### src/rtl/eth_tx_framer_if.sv
// rtl/eth_tx_framer_if.sv - FIFO read port and byte-stream bus of the TX framer
interface eth_tx_framer_if #(
  parameter int WIDTH = 9
);
  logic             fifo_empty;
  logic [WIDTH-1:0] fifo_data;
  logic             r_en;
  logic [7:0]       tx_data;
  logic             tx_valid;
  logic             tx_sof;
  logic             tx_eof;
  logic             tx_err;
  logic             busy;

  modport master (
    input  fifo_empty, fifo_data,
    output r_en, tx_data, tx_valid, tx_sof, tx_eof, tx_err, busy
  );

  modport slave (
    output fifo_empty, fifo_data,
    input  r_en, tx_data, tx_valid, tx_sof, tx_eof, tx_err, busy
  );
endinterface

### src/rtl/eth_tx_framer.sv
// rtl/eth_tx_framer.sv - pops {last,byte} FIFO words and emits preamble, SFD, payload and padding
module eth_tx_framer #(
  parameter int WIDTH   = 9,
  parameter int MIN_LEN = 60,
  parameter int IFG_LEN = 12,
  parameter int CNT_W   = 11
) (
  input  logic           rclk,
  input  logic           arst,
  eth_tx_framer_if.master bus
);
  localparam int IFG_W = $clog2(IFG_LEN + 1);

  typedef enum logic [2:0] {IDLE, PRE, SFD, DATA, PAD, DROP, IFG} state_t;

  state_t           state_q, state_d;
  logic [2:0]       pre_cnt_q, pre_cnt_d;
  logic [CNT_W-1:0] cnt_q, cnt_d, cnt_inc;
  logic [IFG_W-1:0] ifg_cnt_q, ifg_cnt_d;
  logic             fetched_q, fetched_d;
  logic [7:0]       tx_data_q, tx_data_d;
  logic             tx_valid_q, tx_valid_d;
  logic             tx_sof_q, tx_sof_d;
  logic             tx_eof_q, tx_eof_d;
  logic             tx_err_q, tx_err_d;
  logic             busy_q, busy_d;
  logic             r_en;

  // State names the byte being loaded into the output register, one cycle ahead of tx_*.
  always_comb begin
    cnt_inc    = (cnt_q == {CNT_W{1'b1}}) ? cnt_q : cnt_q + 1'b1;
    state_d    = state_q;
    pre_cnt_d  = pre_cnt_q;
    cnt_d      = cnt_q;
    ifg_cnt_d  = ifg_cnt_q;
    fetched_d  = 1'b0;
    r_en       = 1'b0;
    tx_data_d  = 8'h00;
    tx_valid_d = 1'b0;
    tx_sof_d   = 1'b0;
    tx_eof_d   = 1'b0;
    tx_err_d   = 1'b0;
    case (state_q)
      IDLE: begin
        if (!bus.fifo_empty) begin
          state_d    = PRE;
          tx_valid_d = 1'b1;
          tx_sof_d   = 1'b1;
          tx_data_d  = 8'h55;
          pre_cnt_d  = 3'd1;
          cnt_d      = '0;
        end
      end
      PRE: begin
        tx_valid_d = 1'b1;
        tx_data_d  = 8'h55;
        pre_cnt_d  = pre_cnt_q + 3'd1;
        if (pre_cnt_q == 3'd6) state_d = SFD;
      end
      SFD: begin
        tx_valid_d = 1'b1;
        tx_data_d  = 8'hD5;
        r_en       = !bus.fifo_empty;
        fetched_d  = !bus.fifo_empty;
        state_d    = DATA;
      end
      DATA: begin
        tx_valid_d = 1'b1;
        if (fetched_q) begin
          tx_data_d = bus.fifo_data[7:0];
          cnt_d     = cnt_inc;
          if (!bus.fifo_data[WIDTH-1]) begin
            r_en      = !bus.fifo_empty;
            fetched_d = !bus.fifo_empty;
          end else if (cnt_q >= CNT_W'(MIN_LEN - 1)) begin
            tx_eof_d  = 1'b1;
            ifg_cnt_d = '0;
            state_d   = IFG;
          end else begin
            state_d = PAD;
          end
        end else begin
          // The byte we needed never arrived: close the frame with an error marker.
          tx_eof_d = 1'b1;
          tx_err_d = 1'b1;
          state_d  = DROP;
        end
      end
      PAD: begin
        tx_valid_d = 1'b1;
        cnt_d      = cnt_inc;
        if (cnt_q == CNT_W'(MIN_LEN - 1)) begin
          tx_eof_d  = 1'b1;
          ifg_cnt_d = '0;
          state_d   = IFG;
        end
      end
      DROP: begin
        if (fetched_q && bus.fifo_data[WIDTH-1]) begin
          ifg_cnt_d = '0;
          state_d   = IFG;
        end else begin
          r_en      = !bus.fifo_empty;
          fetched_d = !bus.fifo_empty;
        end
      end
      IFG: begin
        ifg_cnt_d = ifg_cnt_q + 1'b1;
        if (ifg_cnt_q == IFG_W'(IFG_LEN - 1)) state_d = IDLE;
      end
      default: state_d = IDLE;
    endcase
    busy_d = (state_d != IDLE);
  end

  always_ff @(posedge rclk or posedge arst) begin
    if (arst) begin
      state_q    <= IDLE;
      pre_cnt_q  <= '0;
      cnt_q      <= '0;
      ifg_cnt_q  <= '0;
      fetched_q  <= 1'b0;
      tx_data_q  <= 8'h00;
      tx_valid_q <= 1'b0;
      tx_sof_q   <= 1'b0;
      tx_eof_q   <= 1'b0;
      tx_err_q   <= 1'b0;
      busy_q     <= 1'b0;
    end else begin
      state_q    <= state_d;
      pre_cnt_q  <= pre_cnt_d;
      cnt_q      <= cnt_d;
      ifg_cnt_q  <= ifg_cnt_d;
      fetched_q  <= fetched_d;
      tx_data_q  <= tx_data_d;
      tx_valid_q <= tx_valid_d;
      tx_sof_q   <= tx_sof_d;
      tx_eof_q   <= tx_eof_d;
      tx_err_q   <= tx_err_d;
      busy_q     <= busy_d;
    end
  end

  assign bus.r_en     = r_en;
  assign bus.tx_data  = tx_data_q;
  assign bus.tx_valid = tx_valid_q;
  assign bus.tx_sof   = tx_sof_q;
  assign bus.tx_eof   = tx_eof_q;
  assign bus.tx_err   = tx_err_q;
  assign bus.busy     = busy_q;
endmodule

### src/flat_wrapper.sv
// flat-port wrapper written by rule: the top's interface ports become plain ports
module eth_tx_framer_flat 
#(
  parameter int WIDTH   = 9,
  parameter int MIN_LEN = 60,
  parameter int IFG_LEN = 12,
  parameter int CNT_W   = 11
)
  (rclk, arst, bus_fifo_empty, bus_fifo_data, bus_r_en, bus_tx_data, bus_tx_valid, bus_tx_sof, bus_tx_eof, bus_tx_err, bus_busy);
  eth_tx_framer_if #(.WIDTH(WIDTH)) bus_i ();
  input  logic rclk;
  input  logic arst;
  input wire logic [$bits(bus_i.fifo_empty)-1:0] bus_fifo_empty;
  input wire logic [$bits(bus_i.fifo_data)-1:0] bus_fifo_data;
  output wire logic [$bits(bus_i.r_en)-1:0] bus_r_en;
  output wire logic [$bits(bus_i.tx_data)-1:0] bus_tx_data;
  output wire logic [$bits(bus_i.tx_valid)-1:0] bus_tx_valid;
  output wire logic [$bits(bus_i.tx_sof)-1:0] bus_tx_sof;
  output wire logic [$bits(bus_i.tx_eof)-1:0] bus_tx_eof;
  output wire logic [$bits(bus_i.tx_err)-1:0] bus_tx_err;
  output wire logic [$bits(bus_i.busy)-1:0] bus_busy;
  assign bus_i.fifo_empty = bus_fifo_empty;
  assign bus_i.fifo_data = bus_fifo_data;
  assign bus_r_en = bus_i.r_en;
  assign bus_tx_data = bus_i.tx_data;
  assign bus_tx_valid = bus_i.tx_valid;
  assign bus_tx_sof = bus_i.tx_sof;
  assign bus_tx_eof = bus_i.tx_eof;
  assign bus_tx_err = bus_i.tx_err;
  assign bus_busy = bus_i.busy;
  eth_tx_framer #(.WIDTH(WIDTH), .MIN_LEN(MIN_LEN), .IFG_LEN(IFG_LEN), .CNT_W(CNT_W)) u_core (.rclk(rclk), .arst(arst), .bus(bus_i));
endmodule
### config.mk
export PLATFORM = sky130hd
export DESIGN_NAME = eth_tx_framer_flat
export DESIGN_NICKNAME = d
export VERILOG_FILES = /design/src/rtl/eth_tx_framer_if.sv /design/src/rtl/eth_tx_framer.sv /design/src/flat_wrapper.sv
export SDC_FILE = /design/constraint.sdc
export NUM_CORES = 1
export LEC_CHECK = 0
export CORE_UTILIZATION = 51
export DETAILED_ROUTE_END_ITERATION = 7
export GPL_TIMING_DRIVEN = 0
export PLACE_DENSITY = 0.78
export SYNTH_ARGS = -nofsm -noshare
export SYNTH_HDL_FRONTEND = slang
export SYNTH_SLANG_ARGS = --single-unit
### constraint.sdc
create_clock -name rclk -period 2.15 [get_ports rclk]
set_input_delay 0.3225 -clock rclk [delete_from_list [all_inputs] [get_ports rclk]]
set_output_delay 0.3225 -clock rclk [all_outputs]
set_load 0.005 [all_outputs]
==> out/summary.md <==
The static leakage was 0.962 nW. Summed over all instances, the cell type with the most area after synthesis is sky130_fd_sc_hd__dfrtp_1. The global placement routability congestion is 0.863. The I/O pin count was 26; the final count of hold timing violations was 0.

Setup repair after global routing left no endpoint under its margin. The total power consumption of the routed design is 2.57 mW. Synthesis produced 198 cells. The filler cell count in the final layout came out at 267. Measured in cells, the most critical reg-to-reg path has a length of 7. In the final routed layout, each cell accounts on average for 14.6 um. On the final layout, the worst hold slack is 416 ps. After global routing the overflow that remains totals 0. The commonest register cell after synthesis was sky130_fd_sc_hd__dfrtp_1.

Core region area: 0.00342 mm^2. Cell internal power was estimated by the tool at 1.57 mW. Headroom to the max-slew limit came out at 34.9%.

Maximum fanout along the worst path: 6. The antenna violation net count after detailed routing was 0; the post-placement cell area was 0.00217 mm^2. The largest stage delay on the critical path is 590 ps, and the switching share of power is 39.0%. Counting flops with a built-in enable in the synthesized netlist gives 0. VDD sags by at most 0.633 mV. Per report_power, the clock group accounts for 15.7% of the total.

The kind of critical path is input pin to output port. In this run the critical register-to-register path is launched from u_core.cnt_q[0]. The tools report the max-slew violation count as 0. After synthesis, flip-flops and latches occupy 46.9% of the total area. The clock tree synthesis step divided the H-tree into 2 levels. The logs give 0 for the number of antenna violations at the first check in global routing and 0.00226 mm^2 for the final instance area. The mux cell area share after synthesis is 1.07%, and the CTS buffer count is 5. Summed over all layers, the routed wires come to 4.06 mm. For the worst-skew pair, the clock arrives at the later sink with an insertion delay of 340 ps. The routed layout has 1625 vias. TritonCTS built the clock tree. The most numerous cell in the Yosys netlist was sky130_fd_sc_hd__dfrtp_1. Setup slack on the worst reg-to-reg path comes out at 160 ps. The flow ran to the end, and the final reports show no timing, DRC or antenna violations. The overall die width was 62.5 um. By area the synthesized netlist is led by sky130_fd_sc_hd__dfrtp_1 47%, sky130_fd_sc_hd__o21ai_0 4.6%, sky130_fd_sc_hd__a21oi_1 4.3%. The endpoint identified for the worst register-to-register timing path is u_core.cnt_q[6]. The die outline area is 0.00390 mm^2, and the adder-cell area share of the yosys netlist is 2.68%. The number of antenna diodes in the final layout is 0. The complex-gate fraction of the synthesized area is 23.7%. For this run, the post-layout net count is 247. The wire length of the first global-routing pass is 7.02 mm, and the detail-routed via count per cell is 5.85. For this run, the total global-route usage over all layers was measured as 22.8%. The initial detailed-routing violation count is 93.

Sequential share of power: 37.7%. Simple-gate area share of the yosys netlist: 21.1%. At the pin with the least slew margin, the transition time is 967 ps. The run gives 1571 as the number of global-route vias before repair. In this run, distinct cell masters in the synthesized netlist total 43. Counting along the longest clock path gives a buffer depth of 2. The worst setup path is captured at an output port. The tools report the critical path launch point type as an input pin. The number of flip-flops and latches in the synthesized netlist works out to 35. The post-placement worst setup slack came out at -100 ps. Initial core utilization: 54.6%. The floorplan has 21 rows.

The pre-antenna-repair detailed-routing pass consisted of 5 iterations. Subtracting the final worst setup slack from the clock period gives 2010 ps. STA puts the critical path data arrival time at 1680 ps.

In this run the biggest area consumer among cell types represents 46.9% of the synthesized area. The number of hold-repair buffers added at the cts stage was 0; the final clock skew was 10.8 ps. The synthesis-to-finish area growth came out at 21.2%. The type of the tightest min-delay check is input pin to async pin. The library cell used as clock root buffer is sky130_fd_sc_hd__clkbuf_4. Once detailed placement completed, the half-perimeter wirelength came to 3.03 mm. For the worst setup path, the data required time is 1830 ps. In the final layout, the share of cells above drive strength 1 is 10.3%. Mean cell area of the mapped netlist: 9.42 um^2. The logs give 1.00 mW for the switching power of the nets and 214 for the net count of the mapped netlist.

The commonest cells after synthesis are 35 x sky130_fd_sc_hd__dfrtp_1, 20 x sky130_fd_sc_hd__nor2_1, 19 x sky130_fd_sc_hd__nand2_1. Port buffering added 25 buffers. Counting flops with an async set or reset pin after synthesis yields a share of 100%. Walking the worst path, the cells encountered are clkdlybuf4s50_1 -> nand2_1 -> nand2_1 -> nor2_1 -> a21oi_1 -> nor2_1 -> dlygate4sd2_1. The share of total power dissipated in combinational logic is 46.6%. Entering global routing, the biggest net connects 36 pins. After synthesis, the largest family of logic cells by area is compound AO/OA/AOI/OAI gates. The portion of the clock cycle consumed by the worst path in the final layout is 93.3%. The run gives 498 MHz as the highest achievable clock rate. Setup violations remaining at the end of the flow were counted as 0.

After Yosys synthesis, XOR and XNOR cells account for 0% of the synthesized area. During synthesis, Yosys emitted a total of 0 warnings. Adding up every negative setup slack in the final design gives 0 ps. Max-cap violations in this run came to 0. The vertical extent of the die works out to 62.5 um.

In the routed design, unresolved DRC markers number 0. The clock net in this run drives a total of 35 sinks. On the critical path, the stage with the largest delay is an instance of sky130_fd_sc_hd__clkdlybuf4s50_1. After layout, the worst setup slack is 144 ps. In this run the power density over the cells is 1140 mW/mm^2.

After clock tree synthesis, the clock-pin slew on the worst setup and hold paths is 100 ps. The synthesized netlist occupies a cell area of 0.00187 mm^2.
[how the worst max path moves through the flow]
stage	start	endpoint	slack, ps	cells past startpoint
finish	bus_fifo_data[8]	bus_r_en	140	7
global route	u_core.cnt_q[0]	u_core.cnt_q[6]	10	7
CTS	u_core.cnt_q[0]	u_core.cnt_q[6]	80	6
detailed placement	bus_fifo_data[8]	bus_r_en	-100	6
global placement	bus_fifo_data[8]	bus_r_en	-90	6
floorplan	u_core.cnt_q[0]	u_core.cnt_q[4]	360	6
[final cells by class]
class	instances	area, um^2	share of cell area (%)
plain buffers	7	63.8	2.82
flip-flops and latches	35	877	38.8
inverters	6	22.5	0.996
well taps	46	57.6	2.55
repair buffers	27	264	11.7
multi-input cells	149	907	40.1
clock buffers	8	68.8	3.04
[worst max-delay path, delay by kind of cell]
kind                   cells  cell delay (ps)
AOI/OAI and AO/OA          1              130
buffers and inverters      2              860
and+or+nand+nor            4              370
[routing by layer]
metal | GRT usage, % | share of wire, % | wire length (um) | vias to the layer above
met3 | 5.66 | 7.1 | 289 | 10
li1 | - | - | - | 794
met5 | 0 | 0 | 0 | -
met1 | 30.1 | 43 | 1740 | 754
met2 | 35.2 | 48 | 1950 | 67
met4 | 10.5 | 2.2 | 91 | 0
[what timing repair did]
item,in CTS,in global routing
endpoints found under the hold margin,0,0
endpoints found under the setup margin,1,6
resized for setup,6,0
cloned,0,0
pin swaps,1,1
setup buffers,1,1
[stage by stage]
step                utilization, %  instances
CTS                           66.0        277
finish                        66.2        278
detailed placement            63.6        269
global route                  66.2        278
floorplan                        -        198
global placement              63.6        269
[cell families after synthesis]
logic type / after synthesis
AOI/OAI and AO/OA: 65
DFF: 35
adders and majority gates: 4
and+or+nand+nor: 78
buffers and inverters: 14
muxes: 2
[flip-flops by register name (all words and copies together), names as in the netlist]
name	flops
u_core.bus.busy	1
u_core.bus.tx_data	8
u_core.bus.tx_eof	1
u_core.bus.tx_err	1
u_core.bus.tx_sof	1
u_core.bus.tx_valid	1
u_core.cnt_q	11
u_core.fetched_q	1
u_core.ifg_cnt_q	4
u_core.pre_cnt_q	3
u_core.state_q	3
[layout by cell type (no fill, tap or decap), drive strengths merged, types with 2 or more instances in the layout]
master,synthesis,layout
a21o,2,2
a21oi,17,17
a22o,2,2
a31oi,8,8
a41oi,2,2
and2,2,2
and3,4,4
and3b,2,2
buf,4,6
clkbuf,4,11
clkdlybuf4s50,0,24
dfrtp,35,35
ha,4,4
inv,6,6
mux2i,2,2
nand2,19,19
nand2b,4,4
nand3,10,10
nor2,20,20
nor2b,2,2
nor3,5,5
nor4,2,2
o211ai,4,4
o21ai,17,17
o31ai,5,5
or3,3,3
[power by group through the flow]
stage	clock network [mW]	logic [mW]	registers (mW)
floorplan	0	0.764	0.970
global placement	0	1.08	0.979
detailed placement	0	1.13	0.993
CTS	0.415	1.17	0.966
global route	0.437	1.32	0.996
finish	0.402	1.20	0.968
Power figures use the tool's default switching activity.
